[src/rtl/runner_pkg.sv]
// Shared types and constants for the runner controller and its score counter.
package runner_pkg;

  typedef enum logic [1:0] {
    IDLE = 2'd0,
    RUN  = 2'd1,
    FLIP = 2'd2,
    DEAD = 2'd3
  } runner_state_t;

  localparam int unsigned SURF_W = 6;

  localparam logic POS_FLOOR = 1'b0;
  localparam logic POS_CEIL  = 1'b1;

endpackage

[src/rtl/runner_ctrl_sat_counter.sv]
// Score counter: synchronous clear and enable, holds at all-ones instead of wrapping.
module sat_counter #(
  parameter int unsigned W = 16
) (
  input  logic         Clk,
  input  logic         Rst,
  input  logic         Clr,
  input  logic         En,
  output logic [W-1:0] Count
);

  always_ff @(posedge Clk) begin
    if (Rst || Clr) begin
      Count <= '0;
    end else if (En && (Count != '1)) begin
      Count <= Count + W'(1);
    end
  end

endmodule

[src/rtl/runner_ctrl.sv]
// Runner controller: tracks floor/ceiling stance, gravity flips, falls and run score.
// Define RUNNER_HISCORE_EN to build the best-score register; otherwise HiScore is tied to 0.
module runner_ctrl
  import runner_pkg::*;
#(
  parameter int unsigned PLAYER_COL = 0,
  parameter int unsigned AIR_TICKS  = 2,
  parameter int unsigned SCORE_W    = 16
) (
  input  logic               Clk,
  input  logic               Rst,
  input  logic               MoveTick,
  input  logic [SURF_W-1:0]  Floor,
  input  logic [SURF_W-1:0]  Ceiling,
  input  logic               Start,
  input  logic               FlipBtn,
  output logic               PlayerPos,
  output logic               Airborne,
  output logic               Alive,
  output logic               GameOver,
  output logic [SCORE_W-1:0] Score,
  output logic [SCORE_W-1:0] HiScore
);

  localparam int unsigned AIR_W = 4;
  localparam logic [2:0]  COL   = 3'(PLAYER_COL);

  runner_state_t    state, stateNext;
  logic             chkTick;
  logic             flipPrev;
  logic             flipReq;
  logic [AIR_W-1:0] airCnt, airCntNext, airInc;
  logic             lastAir;
  logic             posNext;
  logic             scoreClr, scoreInc;
  logic             underBit, landBit;
  logic             enterDead;
  logic             unusedBits;

  assign flipReq   = FlipBtn & ~flipPrev;
  assign underBit  = (PlayerPos == POS_CEIL) ? Ceiling[COL] : Floor[COL];
  assign landBit   = (PlayerPos == POS_CEIL) ? Floor[COL] : Ceiling[COL];
  assign airInc    = airCnt + AIR_W'(1);
  assign lastAir   = (airInc == AIR_W'(AIR_TICKS));
  assign enterDead = (stateNext == DEAD) && (state != DEAD);
  assign unusedBits = ^{Floor, Ceiling};

  // Check strobe trails MoveTick by one Clk so the shifted surface is sampled
  always_ff @(posedge Clk) begin
    if (Rst) begin
      chkTick  <= 1'b0;
      flipPrev <= 1'b0;
    end else begin
      chkTick  <= MoveTick;
      flipPrev <= FlipBtn;
    end
  end

  always_ff @(posedge Clk) begin
    if (Rst) begin
      state     <= IDLE;
      airCnt    <= '0;
      PlayerPos <= POS_FLOOR;
      Airborne  <= 1'b0;
      Alive     <= 1'b0;
      GameOver  <= 1'b0;
    end else begin
      state     <= stateNext;
      airCnt    <= airCntNext;
      PlayerPos <= posNext;
      Airborne  <= (stateNext == FLIP);
      Alive     <= (stateNext == RUN) || (stateNext == FLIP);
      GameOver  <= enterDead;
    end
  end

  // Check before flip in RUN; landing toggles stance and re-checks the new surface
  always_comb begin
    stateNext  = state;
    airCntNext = airCnt;
    posNext    = PlayerPos;
    scoreClr   = 1'b0;
    scoreInc   = 1'b0;
    case (state)
      IDLE, DEAD: begin
        if (Start) begin
          stateNext  = RUN;
          posNext    = POS_FLOOR;
          airCntNext = '0;
          scoreClr   = 1'b1;
        end
      end
      RUN: begin
        if (chkTick && !underBit) begin
          stateNext = DEAD;
        end else begin
          scoreInc = chkTick;
          if (flipReq) begin
            stateNext  = FLIP;
            airCntNext = '0;
          end
        end
      end
      FLIP: begin
        if (chkTick) begin
          if (lastAir) begin
            posNext    = ~PlayerPos;
            airCntNext = '0;
            if (landBit) begin
              stateNext = RUN;
              scoreInc  = 1'b1;
            end else begin
              stateNext = DEAD;
            end
          end else begin
            airCntNext = airInc;
            scoreInc   = 1'b1;
          end
        end
      end
      default: stateNext = IDLE;
    endcase
  end

  sat_counter #(
    .W(SCORE_W)
  ) uScore (
    .Clk  (Clk),
    .Rst  (Rst),
    .Clr  (scoreClr),
    .En   (scoreInc),
    .Count(Score)
  );

`ifdef RUNNER_HISCORE_EN
  // Score is already final on the death edge, so it can be compared directly
  always_ff @(posedge Clk) begin
    if (Rst) begin
      HiScore <= '0;
    end else if (enterDead && (Score > HiScore)) begin
      HiScore <= Score;
    end
  end
`else
  assign HiScore = '0;
`endif

endmodule

[config.mk]
export PLATFORM = sky130hd
export DESIGN_NAME = runner_ctrl
export DESIGN_NICKNAME = d
export VERILOG_FILES = /design/src/rtl/runner_pkg.sv /design/src/rtl/runner_ctrl_sat_counter.sv /design/src/rtl/runner_ctrl.sv
export SDC_FILE = /design/constraint.sdc
export NUM_CORES = 1
export LEC_CHECK = 0
export BUFFER_PORTS_ARGS = -buffer_cell sky130_fd_sc_hd__buf_2
export CAP_MARGIN = 40
export CORE_AREA = 2 2 62 64
export CTS_CLUSTER_SIZE = 14
export DETAILED_ROUTE_END_ITERATION = 10
export DIE_AREA = 0 0 64 66
export GPL_TIMING_DRIVEN = 0
export PLACE_DENSITY = 0.76
export REMOVE_ABC_BUFFERS = 1
export SYNTH_ARGS = -nofsm -noshare
export SYNTH_HDL_FRONTEND = slang
export SYNTH_SLANG_ARGS = --single-unit
[constraint.sdc]
create_clock -name Clk -period 2.5 [get_ports Clk]
set_clock_uncertainty 0.15 [all_clocks]
set_input_delay 0.125 -clock Clk [delete_from_list [all_inputs] [get_ports Clk]]
set_output_delay 0.125 -clock Clk [all_outputs]
set_load 0.005 [all_outputs]
==> results_dict.tcl <==
set metrics [dict create \
    worst-path-buf-inv 2 \
    timing.final.crit_share 0.9698 \
    critPathMaxStageDelay_ps 470 \
    worst_slew_pin_slew_ps 519.7 \
    grt_setup_unrepaired "no" \
    power_density_mw_per_mm2 400.6 \
    slowest_stage "or4_1" \
    io_pins 53 \
    drc 0 \
    worst_r2r_endpoint "uScore.Count[8]$_SDFFE_PP0P_" \
    r2r_cells 8 \
    crit_start "state[0]$_SDFF_PP0_" \
    cp_num_cells 8 \
    yosys-top-cells-area "dfxtp_1, buf_4, ha_1" \
    synth_cell_types 42 \
    clock_path_buffers 2 \
    drt_pass1_iterations 4 \
    reg2reg_from "state[0]$_SDFF_PP0_" \
    final_cell_mix "buf_2, dfxtp_1, nor2_1" \
    wl_per_cell_um 12.29 \
    whs_ps 264.7 \
    cts_buffers 3 \
    layout-drive-gt1-share 0.1814 \
    syn_area_per_cell_um2 8.392 \
    hold_path_class "in2reg" \
    drt-vias-per-instance 5.449 \
    synth_top_cell_area_share 0.3258 \
    p_clk_frac 0.232 \
    ff2ff_setup_slack_ps 80 \
    worstPathCellList "inv_1 -> ha_1 -> inv_1 -> nand2_1 -> or4_1 -> a21oi_4 -> a31oi_1 -> a41o_1" \
    post-dp-hpwl_um 2549 \
    routed_wl_um 3504 \
    setup.worst_path.end_class "register" \
    synth_area_mm2 0.001720 \
    max_freq_mhz 412.5 \
    finalWorstPathRequiredPeriod_ps 2424 \
    insertion_delay_ps 310 \
    vias 1553 \
    grt_antenna_before_repair 0 \
    gp_congestion 0.9734 \
    max-cap-violations 0 \
    port_buffers 26 \
    final_common_cell "buf_2" \
    fp-row-count 22 \
    core_mm2 0.003551 \
    start_util 0.4845 \
    yosysSeqAreaShare 0.3258 \
    crit_path_max_fanout 7 \
    ir_drop_mv 0.2005 \
    grt_overflow_total 0 \
    grt_pass1_vias 1281 \
    n_antenna_cell 0 \
    arrival_ps 2500 \
    finalSetupViolations 0 \
    final_net_count 264 \
    grt_max_degree 18 \
    cp-endpoint "uScore.Count[8]$_SDFFE_PP0P_" \
    grt_pass1_wl_um 5609 \
    slew_headroom 0.6535 \
    hold_violations 0 \
    status "complete, no violations" \
    cp-start-kind "register" \
    synth_top_area_cell "dfxtp_1" \
    p_int_w 0.0005612 \
    power.leakage_nw 0.8887 \
    syn_inst 205 \
    clk_pin_slew_ps 140 \
    p_switching_w 0.0002117 \
    htree_levels 1 \
    combinationalPowerShare 0.170 \
    syn_to_final_growth_pct 12.15 \
    swShare 0.2739 \
    required_ps 2580 \
    yosys_warnings 0 \
    cts.sinks 28 \
    critPathMostFrequentCell "inv_1" \
    cts_tree "yes" \
    dieArea_mm2 0.004224 \
    synth-seq-cells 28 \
    finalMaxSlewViolations 0 \
    gr-usage-all-layers 0.1642 \
    die-width_um 64 \
    hold_start "Floor[0]" \
    critPathTopFamily "simple AND/OR/NAND/NOR gates" \
    p_seq_frac 0.598 \
    root_buffer "clkbuf_4" \
    die_y_um 66 \
    fin_tns_setup_ps 0 \
    crit_type "reg2reg" \
    drt_iter0_drc 75 \
    drtAntennaViolNets 0 \
]
-- flip-flops by register name, indices dropped and copies added, names as in the netlist --
| register | cells |
|---|---|
| Airborne | 1 |
| GameOver | 1 |
| PlayerPos | 1 |
| uScore.Count | 16 |
| Alive | 1 |
| state | 2 |
| flipPrev | 1 |
| airCnt | 4 |
| chkTick | 1 |
-- Yosys cell counts --
| cell | count |
|---|---|
| o21ai_0 | 1 |
| a21bo_1 | 1 |
| a311o_1 | 1 |
| and3_1 | 4 |
| a21oi_1 | 11 |
| nand2_1 | 19 |
| xnor2_1 | 2 |
| a31oi_1 | 7 |
| a31o_4 | 1 |
| inv_1 | 10 |
| nor4_1 | 3 |
| a31o_1 | 4 |
| ha_1 | 8 |
| a311oi_1 | 1 |
| inv_2 | 1 |
| or2b_4 | 1 |
| buf_6 | 1 |
| nand4b_1 | 1 |
| nand2b_1 | 5 |
| nor3b_1 | 1 |
| or4_1 | 1 |
| a41o_1 | 8 |
| a21o_1 | 4 |
| nand3_1 | 8 |
| o21a_1 | 1 |
| dfxtp_1 | 28 |
| nor2b_1 | 5 |
| nand3b_1 | 2 |
| a21oi_4 | 2 |
| buf_4 | 17 |
| xor2_1 | 1 |
| and2_4 | 1 |
| conb_1 | 1 |
| o211ai_1 | 1 |
| a211oi_2 | 1 |
| mux2i_1 | 6 |
| and4_1 | 1 |
| clkbuf_1 | 3 |
| nor2_1 | 20 |
| nor3_1 | 3 |
| o21ai_1 | 2 |
| nand4_1 | 6 |
-- routing by layer --
metal | track usage | vias up | wire [um]
li1 | - | 773 | -
met1 | 0.2124 | 734 | 1665
met2 | 0.2826 | 42 | 1656
met3 | 0.02215 | 4 | 149
met4 | 0.05163 | 0 | 33
met5 | 0 | - | 0
-- cell type report --
cell class                 instances  area (um2)
sequential                        28       564.3
timing repair buffer              35       212.7
multi-input combinational        160        1028
clock buffer                       3       22.52
tap                               48       60.06
fill                             361        1622
inverter                          11       41.29
-- metrics by stage --
stage,setup slack (ps),area [um2],total power (W),util,cells
after floorplan,233.8,1627,0.0005558,-,199
after CTS,29.45,1907,0.0007816,0.5370,283
after detailed placement,66.82,1824,0.0005919,0.5137,274
after global routing,9.425,1929,0.0008148,0.5433,285
final,75.59,1929,0.0007729,0.5433,285
after global placement,60.46,1817,0.0005866,0.5116,273
-- worst register-to-register path, stage by stage, from the launching register on --
cell and delay (ps):
dfxtp_2 380, inv_1 60, ha_1 400, inv_1 150, nand2_1 150, or4_1 470
a21oi_4 230, a31oi_1 130, a41o_1 220
-- power groups by stage --
stage / registers (W) / clock network (W) / logic, W
after floorplan: 0.000471 / 0 / 0.0000849
after global placement: 0.000471 / 0 / 0.000115
after detailed placement: 0.000472 / 0 / 0.000120
after CTS: 0.000462 / 0.000192 / 0.000127
after global routing: 0.000464 / 0.000204 / 0.000146
final: 0.000463 / 0.000179 / 0.000131
-- cells by family (layout without fill, tap and decap cells) --
family                     after synthesis  in the layout  share of synthesized area
DFF                                     28             28                     0.3258
buffers and inverters                   32             49                     0.1113
xor gates and xnor gates                 3              3                    0.01528
adders and majority gates                8              8                    0.05818
and+or+nand+nor                         81             81                     0.2400
other                                    1             16                   0.002180
muxes                                    6              6                    0.03491
AOI/OAI and AO/OA                       46             46                     0.2124
-- repair_timing --
action                     in CTS  in global routing
hold buffers                    6                  0
resized for setup               0                  4
setup endpoints to repair       0                  7
buffers inserted                0                  2
hold endpoints to repair       11                  0
-- how the worst min path moves through the flow --
stage	end	slack, ps	cells past startpoint
after detailed placement	chkTick$_SDFF_PP0_	190	2
after floorplan	airCnt[2]$_SDFFE_PP0P_	40	1
after global placement	chkTick$_SDFF_PP0_	190	2
after CTS	state[0]$_SDFF_PP0_	260	5
after global routing	state[0]$_SDFF_PP0_	330	5
final	state[0]$_SDFF_PP0_	260	5
(Power assumes the default switching activity.)
